<file path="src/rtl/efpga_cfg_pkg.sv">
// Shared definitions for the eFPGA configuration frame loader:
// session control words, FSM state encoding and header field positions.
package efpga_cfg_pkg;

  localparam logic [31:0] SYNC_WORD   = 32'hFAB0_FAB1;
  localparam logic [31:0] DESYNC_WORD = 32'hFAB0_FAB0;

  // Header layout: block word count in the upper half, frame address in the low bits.
  localparam int HDR_COUNT_MSB = 31;
  localparam int HDR_COUNT_LSB = 16;
  localparam int HDR_ADDR_LSB  = 0;

  typedef enum logic [1:0] {
    ST_IDLE   = 2'd0,
    ST_HEADER = 2'd1,
    ST_DATA   = 2'd2
  } load_state_e;

  // Extract the block word count from a header word.
  function automatic logic [15:0] hdr_count(input logic [31:0] word);
    return word[HDR_COUNT_MSB:HDR_COUNT_LSB];
  endfunction

endpackage

</file>
<file path="src/rtl/frame_select_decoder.sv">
// Binary-to-one-hot frame select decoder with enable.
// Ports:
//   addr_i    binary frame address
//   en_i      enable; when low the output is all zeros
//   select_o  one-hot decode of addr_i (zero for out-of-range addresses)
module frame_select_decoder #(
  parameter int NUM_FRAMES   = 32,
  parameter int FRAME_ADDR_W = 5
) (
  input  logic [FRAME_ADDR_W-1:0] addr_i,
  input  logic                    en_i,
  output logic [NUM_FRAMES-1:0]   select_o
);

  // One-hot decode, suppressed when disabled or when the address is out of range.
  always_comb begin
    select_o = '0;
    if (en_i && ({1'b0, addr_i} < (FRAME_ADDR_W+1)'(NUM_FRAMES))) begin
      select_o = {{(NUM_FRAMES-1){1'b0}}, 1'b1} << addr_i;
    end else begin
      select_o = '0;
    end
  end

endmodule

</file>
<file path="src/rtl/efpga_frame_loader.sv">
// Parses the 32-bit configuration word stream into framed writes to the eFPGA fabric.
// Ports:
//   clk_i, reset_n_i  clock and asynchronous active-low reset
//   word_i            configuration word, valid with word_strobe_i
//   word_strobe_i     one-cycle word-valid pulse
//   frame_data_o      frame data to the fabric (held between writes)
//   frame_addr_o      binary frame address of the current write (held between writes)
//   frame_select_o    one-hot frame select, only during the write pulse
//   frame_strobe_o    one-cycle write pulse
//   active_o          session in progress (HEADER or DATA)
//   done_o            sticky: DESYNC seen; cleared by next SYNC
//   error_o           sticky: address overflow; cleared by next SYNC
module efpga_frame_loader
  import efpga_cfg_pkg::*;
#(
  parameter int          NUM_FRAMES   = 32,
  parameter int          FRAME_ADDR_W = 5,
  parameter logic [31:0] SYNC_WORD    = efpga_cfg_pkg::SYNC_WORD,
  parameter logic [31:0] DESYNC_WORD  = efpga_cfg_pkg::DESYNC_WORD
) (
  input  logic                    clk_i,
  input  logic                    reset_n_i,
  input  logic [31:0]             word_i,
  input  logic                    word_strobe_i,
  output logic [31:0]             frame_data_o,
  output logic [FRAME_ADDR_W-1:0] frame_addr_o,
  output logic [NUM_FRAMES-1:0]   frame_select_o,
  output logic                    frame_strobe_o,
  output logic                    active_o,
  output logic                    done_o,
  output logic                    error_o
);

  localparam logic [FRAME_ADDR_W:0] NUM_FRAMES_X = (FRAME_ADDR_W+1)'(NUM_FRAMES);

  load_state_e             state_r, state_s;
  logic [15:0]             count_r, count_s;
  logic [FRAME_ADDR_W-1:0] addr_r, addr_s;
  logic                    done_r, done_s;
  logic                    error_r, error_s;
  logic                    wr_s;
  logic [31:0]             frame_data_r;
  logic [FRAME_ADDR_W-1:0] frame_addr_r;
  logic                    frame_strobe_r;
  logic                    active_r;
  logic [NUM_FRAMES-1:0]   frame_select_r, select_s;
  logic [15:0]             hdr_count_s;
  logic [FRAME_ADDR_W-1:0] hdr_addr_s;

  assign hdr_count_s = hdr_count(word_i);
  assign hdr_addr_s  = word_i[HDR_ADDR_LSB +: FRAME_ADDR_W];

  // Next-state, counter and write decisions for each accepted word.
  always_comb begin
    state_s = state_r;
    count_s = count_r;
    addr_s  = addr_r;
    done_s  = done_r;
    error_s = error_r;
    wr_s    = 1'b0;
    if (word_strobe_i) begin
      case (state_r)
        ST_IDLE: begin
          if (word_i == SYNC_WORD) begin
            state_s = ST_HEADER;
            done_s  = 1'b0;
            error_s = 1'b0;
          end else begin
            state_s = ST_IDLE;
          end
        end
        ST_HEADER: begin
          if (word_i == DESYNC_WORD) begin
            state_s = ST_IDLE;
            done_s  = 1'b1;
          end else if (word_i == SYNC_WORD) begin
            // Re-sync inside a session is harmless and ignored.
            state_s = ST_HEADER;
          end else if (hdr_count_s == 16'd0) begin
            state_s = ST_HEADER;
          end else if ({1'b0, hdr_addr_s} >= NUM_FRAMES_X) begin
            state_s = ST_IDLE;
            error_s = 1'b1;
          end else begin
            state_s = ST_DATA;
            count_s = hdr_count_s;
            addr_s  = hdr_addr_s;
          end
        end
        ST_DATA: begin
          // Every word is payload here, even ones matching SYNC/DESYNC.
          wr_s    = 1'b1;
          count_s = count_r - 16'd1;
          addr_s  = addr_r + FRAME_ADDR_W'(1);
          if (count_r == 16'd1) begin
            state_s = ST_HEADER;
          end else if (({1'b0, addr_r} + (FRAME_ADDR_W+1)'(1)) >= NUM_FRAMES_X) begin
            // Block would run past the last frame: abort after this write.
            state_s = ST_IDLE;
            error_s = 1'b1;
          end else begin
            state_s = ST_DATA;
          end
        end
        default: begin
          state_s = ST_IDLE;
        end
      endcase
    end else begin
      state_s = state_r;
    end
  end

  frame_select_decoder #(
    .NUM_FRAMES  (NUM_FRAMES),
    .FRAME_ADDR_W(FRAME_ADDR_W)
  ) u_select_dec (
    .addr_i  (addr_r),
    .en_i    (wr_s),
    .select_o(select_s)
  );

  // State, counters, status flags and registered fabric outputs.
  always_ff @(posedge clk_i or negedge reset_n_i) begin
    if (!reset_n_i) begin
      state_r        <= ST_IDLE;
      count_r        <= 16'd0;
      addr_r         <= '0;
      done_r         <= 1'b0;
      error_r        <= 1'b0;
      active_r       <= 1'b0;
      frame_data_r   <= 32'd0;
      frame_addr_r   <= '0;
      frame_strobe_r <= 1'b0;
      frame_select_r <= '0;
    end else begin
      state_r        <= state_s;
      count_r        <= count_s;
      addr_r         <= addr_s;
      done_r         <= done_s;
      error_r        <= error_s;
      active_r       <= (state_s != ST_IDLE);
      frame_strobe_r <= wr_s;
      frame_select_r <= select_s;
      if (wr_s) begin
        frame_data_r <= word_i;
        frame_addr_r <= addr_r;
      end
    end
  end

  assign frame_data_o   = frame_data_r;
  assign frame_addr_o   = frame_addr_r;
  assign frame_select_o = frame_select_r;
  assign frame_strobe_o = frame_strobe_r;
  assign active_o       = active_r;
  assign done_o         = done_r;
  assign error_o        = error_r;

endmodule

</file>
<file path="config.mk">
export PLATFORM = sky130hd
export DESIGN_NAME = efpga_frame_loader
export DESIGN_NICKNAME = d
export VERILOG_FILES = /design/src/rtl/efpga_cfg_pkg.sv /design/src/rtl/frame_select_decoder.sv /design/src/rtl/efpga_frame_loader.sv
export SDC_FILE = /design/constraint.sdc
export NUM_CORES = 1
export LEC_CHECK = 0
export CAP_MARGIN = 25
export CORE_UTILIZATION = 40
export CTS_BUF_LIST = sky130_fd_sc_hd__clkbuf_4 sky130_fd_sc_hd__clkbuf_8 sky130_fd_sc_hd__clkbuf_16
export CTS_CLUSTER_SIZE = 40
export DETAILED_ROUTE_END_ITERATION = 7
export GPL_ROUTABILITY_DRIVEN = 0
export PLACE_DENSITY = 0.72
export SLEW_MARGIN = 20
export SYNTH_ARGS = -nofsm -noshare
export SYNTH_HDL_FRONTEND = slang
export SYNTH_HIERARCHICAL = 1
export SYNTH_SLANG_ARGS = --single-unit
export TNS_END_PERCENT = 1
</file>
<file path="constraint.sdc">
create_clock -name clk_i -period 6.57 [get_ports clk_i]
set_clock_uncertainty 0.15 [all_clocks]
set_input_delay 0.9855 -clock clk_i [delete_from_list [all_inputs] [get_ports clk_i]]
set_output_delay 0.9855 -clock clk_i [all_outputs]
set_load 0.05 [all_outputs]
</file>
Word level (Yosys, flattened, before mapping)
Index checks and enable logic that the tools add are counted.
Widths: inputs -> output; s select.
- register bits after elaboration: 96
- output and inout port bits: 73
- logic and storage cells: 61
- bits of input ports: 35
- shift operators: 1
- reductions and logical operators: 9
- muxes and demuxes: 25
- magnitude comparators: 1
- $add $sub $neg: 3
- equality and inequality tests: 12
- operators with widths (cell ; number):
    $eq 32x32->1 const B ; 2
    $mux 16 ; 3
    $mux 32 ; 1
    $pmux 16 s2 ; 1
    $shl 1x5->32 const A ; 1
    $eq 16x1->1 const B ; 1
    $logic_not 16->1 ; 1
    $sub 16x1->16 const B ; 1
    $mux 5 ; 3
    $ne 2x2->1 const B ; 7
    $mux 2 ; 6
    $pmux 5 s2 ; 1
    $reduce_and 5->1 ; 2
    $reduce_bool 2->1 ; 4
    $mux 1 ; 7
    $add 5x1->6 const B ; 1
    $ge 6x6->1 const B ; 1
    $pmux 2 s3 ; 1
    $add 5x1->5 const B ; 1
    $pmux 1 s2 ; 2
    $reduce_and 4->1 ; 1
    $eq 2x1->1 const B ; 1
    $eq 2x2->1 const B ; 1
    $logic_not 2->1 ; 1

Depth between registers and ports, before layout
Gate-level depths: netlist of run 1.
- depth in word-level cells: 7
- depth in mapped cells: 9
- gate-level depth less buffers: 7

By module
Netlist of run 1, hierarchy kept.
- by module, submodules not included (module ; cells an instance ; area an instance (µm²) ; instances ; seq. area each (µm²)):
    efpga_frame_loader ; 385 ; 3885.0 ; 1 ; 2402.3
    frame_select_decoder ; 47 ; 234.0 ; 1 ; 0.0

Least setup slack after synthesis of run 1
No wires, ideal clock.
- kind: input port to flip-flop
- from: in word_strobe_i
- to: reg frame_select_r[0] (netlist: frame_select_o[0])
- setup time: 0.073 ns
- stages on the path: 6
- data required time: 6.347 ns
- buffers on the path: 2
- arrival: 2.618 ns
- setup slack: 3.729 ns
- cells stage by stage: nand3b_1 -> inv_1 -> clkbuf_1 -> buf_1 -> or4b_4 -> nor2_1
- word-level cells in the longest chain between the ends: 2
- ends and longest elaborated chain (what ; RTL line ; RTL):
    start, declared ; efpga_frame_loader.sv:24 ; input logic word_strobe_i,
    $mux 1 ; efpga_frame_loader.sv:61 ; if (word_strobe_i) begin
    net wr_s ; efpga_frame_loader.sv:41 ; logic wr_s;
    $mux 32 ; frame_select_decoder.sv:18 ; if (en_i && ({1'b0, addr_i} < (FRAME_ADDR_W+1)'(NUM_FRAMES))) begin
    net select_s[0] ; efpga_frame_loader.sv:46 ; logic [NUM_FRAMES-1:0] frame_select_r, select_s;
    end signal, assigned ; efpga_frame_loader.sv:144 ; frame_select_r <= select_s;
    end, declared ; efpga_frame_loader.sv:46 ;
The timed path passes the listed nets, and every way through them passes these cells.
A chain may end at the register's enable or synchronous reset.

Worst setup path after layout of run 1
- from: in word_strobe_i
- to: reg count_r[8]
- word-level cells in the longest chain between the ends: 1
- ends and longest elaborated chain (what ; RTL line ; RTL):
    $reduce_and 5->1 (no source line) ; - ;
    end signal, assigned ; efpga_frame_loader.sv:138 ; count_r <= count_s;
    end, declared ; efpga_frame_loader.sv:37 ; logic [15:0] count_r, count_s;
Every way passes these cells.

==> flow_summary_export.csv, run 1 <==
group,metric,value,unit
power_and_ir_drop,swShare,46.2,%
cells_and_area,syn_to_final_growth,33.0,%
floorplan,dieArea,0.0107,mm^2
power_and_ir_drop,peakVddDrop,0.000321,V
power_and_ir_drop,powerDensity,433,mW/mm^2
placed_design,hpwlAfterDp,7740,um
hold_path,hold_class,"register to register",
yosys,ys_top_cells_by_count,"125 x nand2_1, 96 x dfrtp_1, 49 x nor2_1, 16 x clkbuf_1, 16 x nor3_1",
yosys,ys.flop_type,"dfrtp_1",
yosys,yosysTopAreaCellShare,58.3,%
critical_path,crit_type,"input pin to register",
cells_and_area,diodes,0,
cells_and_area,fin_nets,570,
clock_tree,clkSinkCount,96,
clock_tree,htreeDepth,3,
clock_tree,cts_tree,"done",
critical_path,cp_num_buf_inv,4,
cells_and_area,layout-drive-gt1-share,5.40,%
clock_tree,clockRootBuffer,"clkbuf_8",
power_and_ir_drop,pwr-share-comb,44.9,%
timing,setup_viol,0,
run_status,outcome,"completed",
yosys,ys_seq_area_share,58.3,%
drt,avgViaCountPerCell,5.24,
timing,finalSetupTns,0,ps
yosys,yosysTopAreaCell,"dfrtp_1",
yosys,synth-seq-cells,96,
yosys,synth_area_leaders,"dfrtp_1 58%, nand2_1 11%, nor2_1 4.5%",
floorplan,io_pins,108,
yosys,syn_area,0.00412,mm^2
timing,tightestPinTransition,963,ps
grt,grt_use_total,21.8,%
timing,rsz0062_at_grt,"no",
clock_tree,cts_buffers,9,
timing,fin_ws,2580,ps
placed_design,io_buffers,107,
clock_tree,hold_buffers,0,
critical_path,crit_path_start_kind,"input pin",
critical_path,worst_path_max_delay_cell,"clkdlybuf4s50_1",
timing,period_share,60.8,%
yosys,syn_inst,432,
drt,wire_per_inst,16.2,um
yosys,synthArstFlopShare,100,%
power_and_ir_drop,p_seq_share,40.0,%
critical_path,required,6690,ps
timing,relSlewSlack,35.3,%
critical_path,path_cells,"clkdlybuf4s50_1 -> nand3b_1 -> buf_4 -> inv_1 -> buf_4 -> nand2_1 -> nor4_1 -> nor3_1 -> a211oi_1",
critical_path,crit_top_cell,"buf_4",
power_and_ir_drop,internal-power,0.00128,W
grt,grt_start_max_net_pins,64,
timing,maxSlewViolCount,0,
drt,drc,0,
yosys,syn_area_per_cell,9.53,um^2
critical_path,arrival,4110,ps
clock_tree,path_clk_slew,100,ps
cells_and_area,post-route-util,55.5,%
clock_tree,clk_latency,360,ps
timing,hold_viol,0,
floorplan,core-area,0.00986,mm^2
grt,antenna_found_initial,0,
clock_tree,cts_resized,0,
critical_path,slowest_delay,940,ps
drt,ant_nets,0,
floorplan,fp-row-count,36,
floorplan,initial_utilization,41.8,%
critical_path,path_max_fanout,43,
drt,drt_iter0_markers,241,
yosys,synth_fp_nets,470,
grt,grt_pass1_vias,3481,
floorplan,die-width,103,um
clock_tree,post_cts_buffers,0,
yosys,post_synth_num_cell_types,49,
timing,fmax,0.250,GHz
drt,first_pass_iters,4,
drt,drt-total-wl,10900,um
power_and_ir_drop,p_leak,2.40,nW
yosys,synth-edff-count,0,
yosys,yosysMostFrequentCell,"nand2_1",
critical_path,cp-end-kind,"register",
placed_design,post-place-ws,2380,ps
grt,grt.overflow.total,0,
drt,vias,3512,
clock_tree,cts.path.max_buffers,2,
power_and_ir_drop,power_frac_clock,15.1,%
grt,grt_pass1_wl,17500,um
power_and_ir_drop,power.net_switching,0.00110,W
timing,min_period,3990,ps
flow_run,cap_viol_max_count,0,
critical_path,crit_family,"buffers and inverters",
floorplan,dieHeight,103,um
yosys,synth_warnings,6,
-- layout by cell type (no fill, tap or decap), types with 2 or more instances in the layout --
cell type and n:
a211oi_1 7, o211ai_1 2, a31oi_1 2, nand4bb_1 4, buf_4 5, dfrtp_1 96
inv_6 2, or4b_4 2, nor2_1 49, nand4_1 5, ha_1 3, inv_1 9
o21ai_0 11, nand3_1 4, o31a_1 2, and3_1 3, o22ai_1 6, clkdlybuf4s50_1 106
nand4b_1 7, clkbuf_8 9, nand2_1 125, nor4_1 9, nor2b_1 2, clkinvlp_4 3
xnor2_1 2, a22oi_1 3, a2bb2oi_1 4, nand3b_1 3, nand2b_1 3, and4b_1 2
a21oi_1 10, and2_1 2, nor3_1 16
-- sequential cells by signal, indices dropped and copies added, names as in the netlist --
| signal | cells |
|---|---|
| frame_strobe_o | 1 |
| done_o | 1 |
| active_o | 1 |
| frame_select_o | 32 |
| frame_data_o | 32 |
| frame_addr_o | 5 |
| addr_r | 5 |
| state_r | 2 |
| error_o | 1 |
| count_r | 16 |
-- worst min-delay path, cell delays in order (launching register included) --
cell and delay (ps):
dfrtp_1 360, nand2_1 50, nand2_1 50
-- final cells by class --
cell class / count / area (um^2)
tap: 133 / 166
timing repair buffer: 111 / 1100
clock buffer: 10 / 131
inverter: 9 / 33.8
clock inverter: 6 / 51.3
fill: 840 / 4390
sequential: 96 / 2400
multi-input combinational: 305 / 1590
-- metrics by stage --
| stage | cell area [um^2] | cells | total power, W | hold WS, ps |
|---|---|---|---|---|
| final | 5480 | 670 | 0.00237 | 331 |
| after global routing | 5480 | 670 | 0.00250 | 352 |
| after CTS | 5480 | 670 | 0.00238 | 338 |
| after detailed placement | 5300 | 654 | 0.00202 | 312 |
| after global placement | 5300 | 654 | 0.00200 | 310 |
| after floorplan | 4120 | 432 | 0.00163 | 349 |
-- power groups by stage --
stage	clock network, W	registers (W)	logic [W]
floorplan	0	0.00131	0.000315
global placement	0	0.000948	0.00105
detailed placement	0	0.000957	0.00107
CTS	0.000367	0.000948	0.00107
global route	0.000391	0.000978	0.00113
finish	0.000358	0.000949	0.00106
-- logic make-up after synthesis --
family / Yosys count / share of synthesized area, %
simple gates: 244 / 28.0
flops: 96 / 58.3
compound gates: 56 / 9.33
buf+inv: 31 / 2.98
fa+ha+maj: 3 / 0.911
xor+xnor: 2 / 0.425
-- per-layer routing --
layer	routed length, um	part of all wire (%)	vias up	global-route usage [%]
met5	0	0	-	0
met4	301	2.8	0	8.67
met3	676	6.2	28	4.77
met2	5080	47	156	35.9
met1	4830	44	1657	28.2
li1	-	-	1671	-
-- final timing paths --
check,endpoint,slack [ps],startpoint,cells past startpoint
min,frame_data_o[19],330,frame_data_o[19],2
max reg2reg,count_r[8],3600,state_r[0],8
min in group asynchronous,frame_data_o[15],400,reset_n_i,1
max in group asynchronous,frame_select_o[22],4710,reset_n_i,2
max,count_r[8],2580,word_strobe_i,9
min reg2reg,frame_data_o[19],330,frame_data_o[19],2
(Power assumes the default switching activity.)
==> run 2: changes to the inputs <==
Settings changed: PLACE_DENSITY 0.72 to 0.74.
Clock period 6.57 ns to 3.24 ns, I/O delays scaled along.
==> run 2 against run 1 <==
  * Cell count increased by 2.1%
  * Worst setup slack got worse by 2200 ps
  * Final area rose by 1.9%
  * Clock power is 100% higher
  * Count of clock-buffer cells in the layout is 1 lower
  * Non-clock buffer count increased by 14
  * Worst hold slack got worse by 0.51 ps
  * Critical path depth fell by 1
  * Sequential share of layout area down 0.83 points
  * Utilization rose by 1.1 points
==> flow_summary_export.csv, run 2 (synthesized netlist as in run 1, its figures left out) <==
group,metric,value,unit
timing,setup_viol,0,
placed_design,hpwlAfterDp,7920,um
critical_path,path_max_fanout,10,
critical_path,endpoint,"count_r[0]",
clock_tree,clkSinkCount,96,
timing,hold_viol,0,
critical_path,slowest_delay,500,ps
timing,maxSlewViolCount,0,
power_and_ir_drop,total_power,0.00484,W
cells_and_area,layout-drive-gt1-share,7.62,%
grt,grt.busiest_layer,"met2",
placed_design,postPlaceCellArea,0.00539,mm^2
power_and_ir_drop,powerDensity,866,mW/mm^2
floorplan,fp-row-count,36,
drt,drt_iter0_markers,229,
grt,use_met2,39.2,%
power_and_ir_drop,p_leak,2.47,nW
clock_tree,clk_latency,360,ps
clock_tree,post_cts_buffers,0,
critical_path,required,3360,ps
critical_path,crit_path_start_kind,"input pin",
critical_path,r2r_end,"count_r[13]",
grt,use_met1,27.9,%
critical_path,ff2ff_setup_slack,810,ps
floorplan,initial_utilization,41.8,%
hold_path,hold_class,"register to register",
timing,fmax,0.352,GHz
cells_and_area,post-route-util,56.6,%
drt,avgViaCountPerCell,5.37,
critical_path,path_cells,"clkdlybuf4s50_1 -> nor4_1 -> nand4_1 -> o41ai_2 -> or2_1 -> buf_4 -> o21ai_0 -> a211oi_1",
clock_tree,path_clk_slew,100,ps
grt,grt_pass1_vias,3618,
critical_path,reg2reg_depth,6,
critical_path,arrival,2960,ps
cells_and_area,syn_to_final_growth,35.5,%
drt,drc,0,
critical_path,worst_path_max_delay_cell,"clkdlybuf4s50_1",
drt,ant_nets,0,
clock_tree,cts.path.max_buffers,2,
cells_and_area,final_common_cell,"nand2_1",
run_status,outcome,"completed",
clock_tree,cts_tree,"done",
clock_tree,htreeDepth,3,
drt,vias,3672,
cells_and_area,fin_nets,584,
timing,holdWs,331,ps
timing,period_share,87.6,%
power_and_ir_drop,peakVddDrop,0.000498,V
critical_path,crit_type,"input pin to register",
floorplan,io_pins,108,
timing,rsz0062_at_grt,"no",
drt,first_pass_iters,4,
timing,tightestPinTransition,855,ps
drt,wire_per_inst,16.2,um
cells_and_area,final_cell_mix,"125 x nand2_1, 106 x clkdlybuf4s50_1, 96 x dfrtp_1, 49 x nor2_1, 18 x buf_4",
drt,drt-total-wl,11100,um
clock_tree,cts_buffers,9,
cells_and_area,diodes,0,
grt,antenna_found_initial,0,
placed_design,io_buffers,107,
timing,min_period,2840,ps
grt,grt_start_max_net_pins,45,
clock_tree,clockRootBuffer,"clkbuf_8",
grt,grt_pass1_wl,18000,um
floorplan,dieArea,0.0107,mm^2
critical_path,crit_path_start,"word_i[25]",
grt,grt_use_total,22.3,%
floorplan,die-width,103,um
floorplan,dieHeight,103,um
critical_path,rr_startpoint,"state_r[0]",
grt,grt.overflow.total,0,
critical_path,cp-end-kind,"register",
floorplan,core-area,0.00986,mm^2
timing,relSlewSlack,42.6,%
cells_and_area,final_area,0.00558,mm^2
flow_run,cap_viol_max_count,0,
grt,use_met3,3.02,%
run 2: routing by layer:
metal	vias to the layer above	routed length (um)
met5	-	0
met4	0	248
met3	25	715
met2	154	5610
met1	1797	4500
li1	1696	-
run 2: worst max-delay path, delay by kind of cell:
family	cells	cell delay [ps]
AND/OR/NAND/NOR	3	1010
buffers and inverters	2	750
AO/OA/AOI/OAI	3	720
run 2: worst min-delay path by stage:
stage	from	end	slack [ps]	cells after the start
after CTS	frame_data_o[5]	frame_data_o[5]	340	2
after floorplan	reset_n_i	active_o	40	0
final	frame_data_o[5]	frame_data_o[5]	330	2
after global routing	frame_data_o[5]	frame_data_o[5]	350	2
after global placement	frame_data_o[16]	frame_data_o[16]	310	2
after detailed placement	frame_data_o[5]	frame_data_o[5]	310	2
run 2: layout make-up:
class                   instances  area [um^2]
clock buffers                   9          124
well taps                     133          166
clock inverters                 7         56.3
repair buffers                125         1210
multi-input cells             305         1590
fillers                       858         4280
flip-flops and latches         96         2400
inverters                       9         33.8
run 2: what timing repair did:
action | 4_1_cts | 5_1_grt
gates resized for setup | 0 | 0
hold buffers | 1 | 0
endpoints found under the hold margin | 42 | 0
run 2: metrics by stage:
step,TNS [ps],cells,setup WS (ps)
6_report,0,684,400
3_5_place_dp,-10.4,667,-10.4
5_1_grt,0,684,149
4_1_cts,0,684,365
2_1_floorplan,0,432,776
3_3_place_gp,0,667,92.7
run 2: where the power goes:
| part | internal (W) | total (W) | switching, W |
|---|---|---|---|
| Combinational | 0.000749 | 0.00219 | 0.00144 |
| Clock | 0.000287 | 0.000733 | 0.000446 |
| Sequential | 0.00156 | 0.00191 | 0.000357 |
| Total | 0.00259 | 0.00484 | 0.00224 |
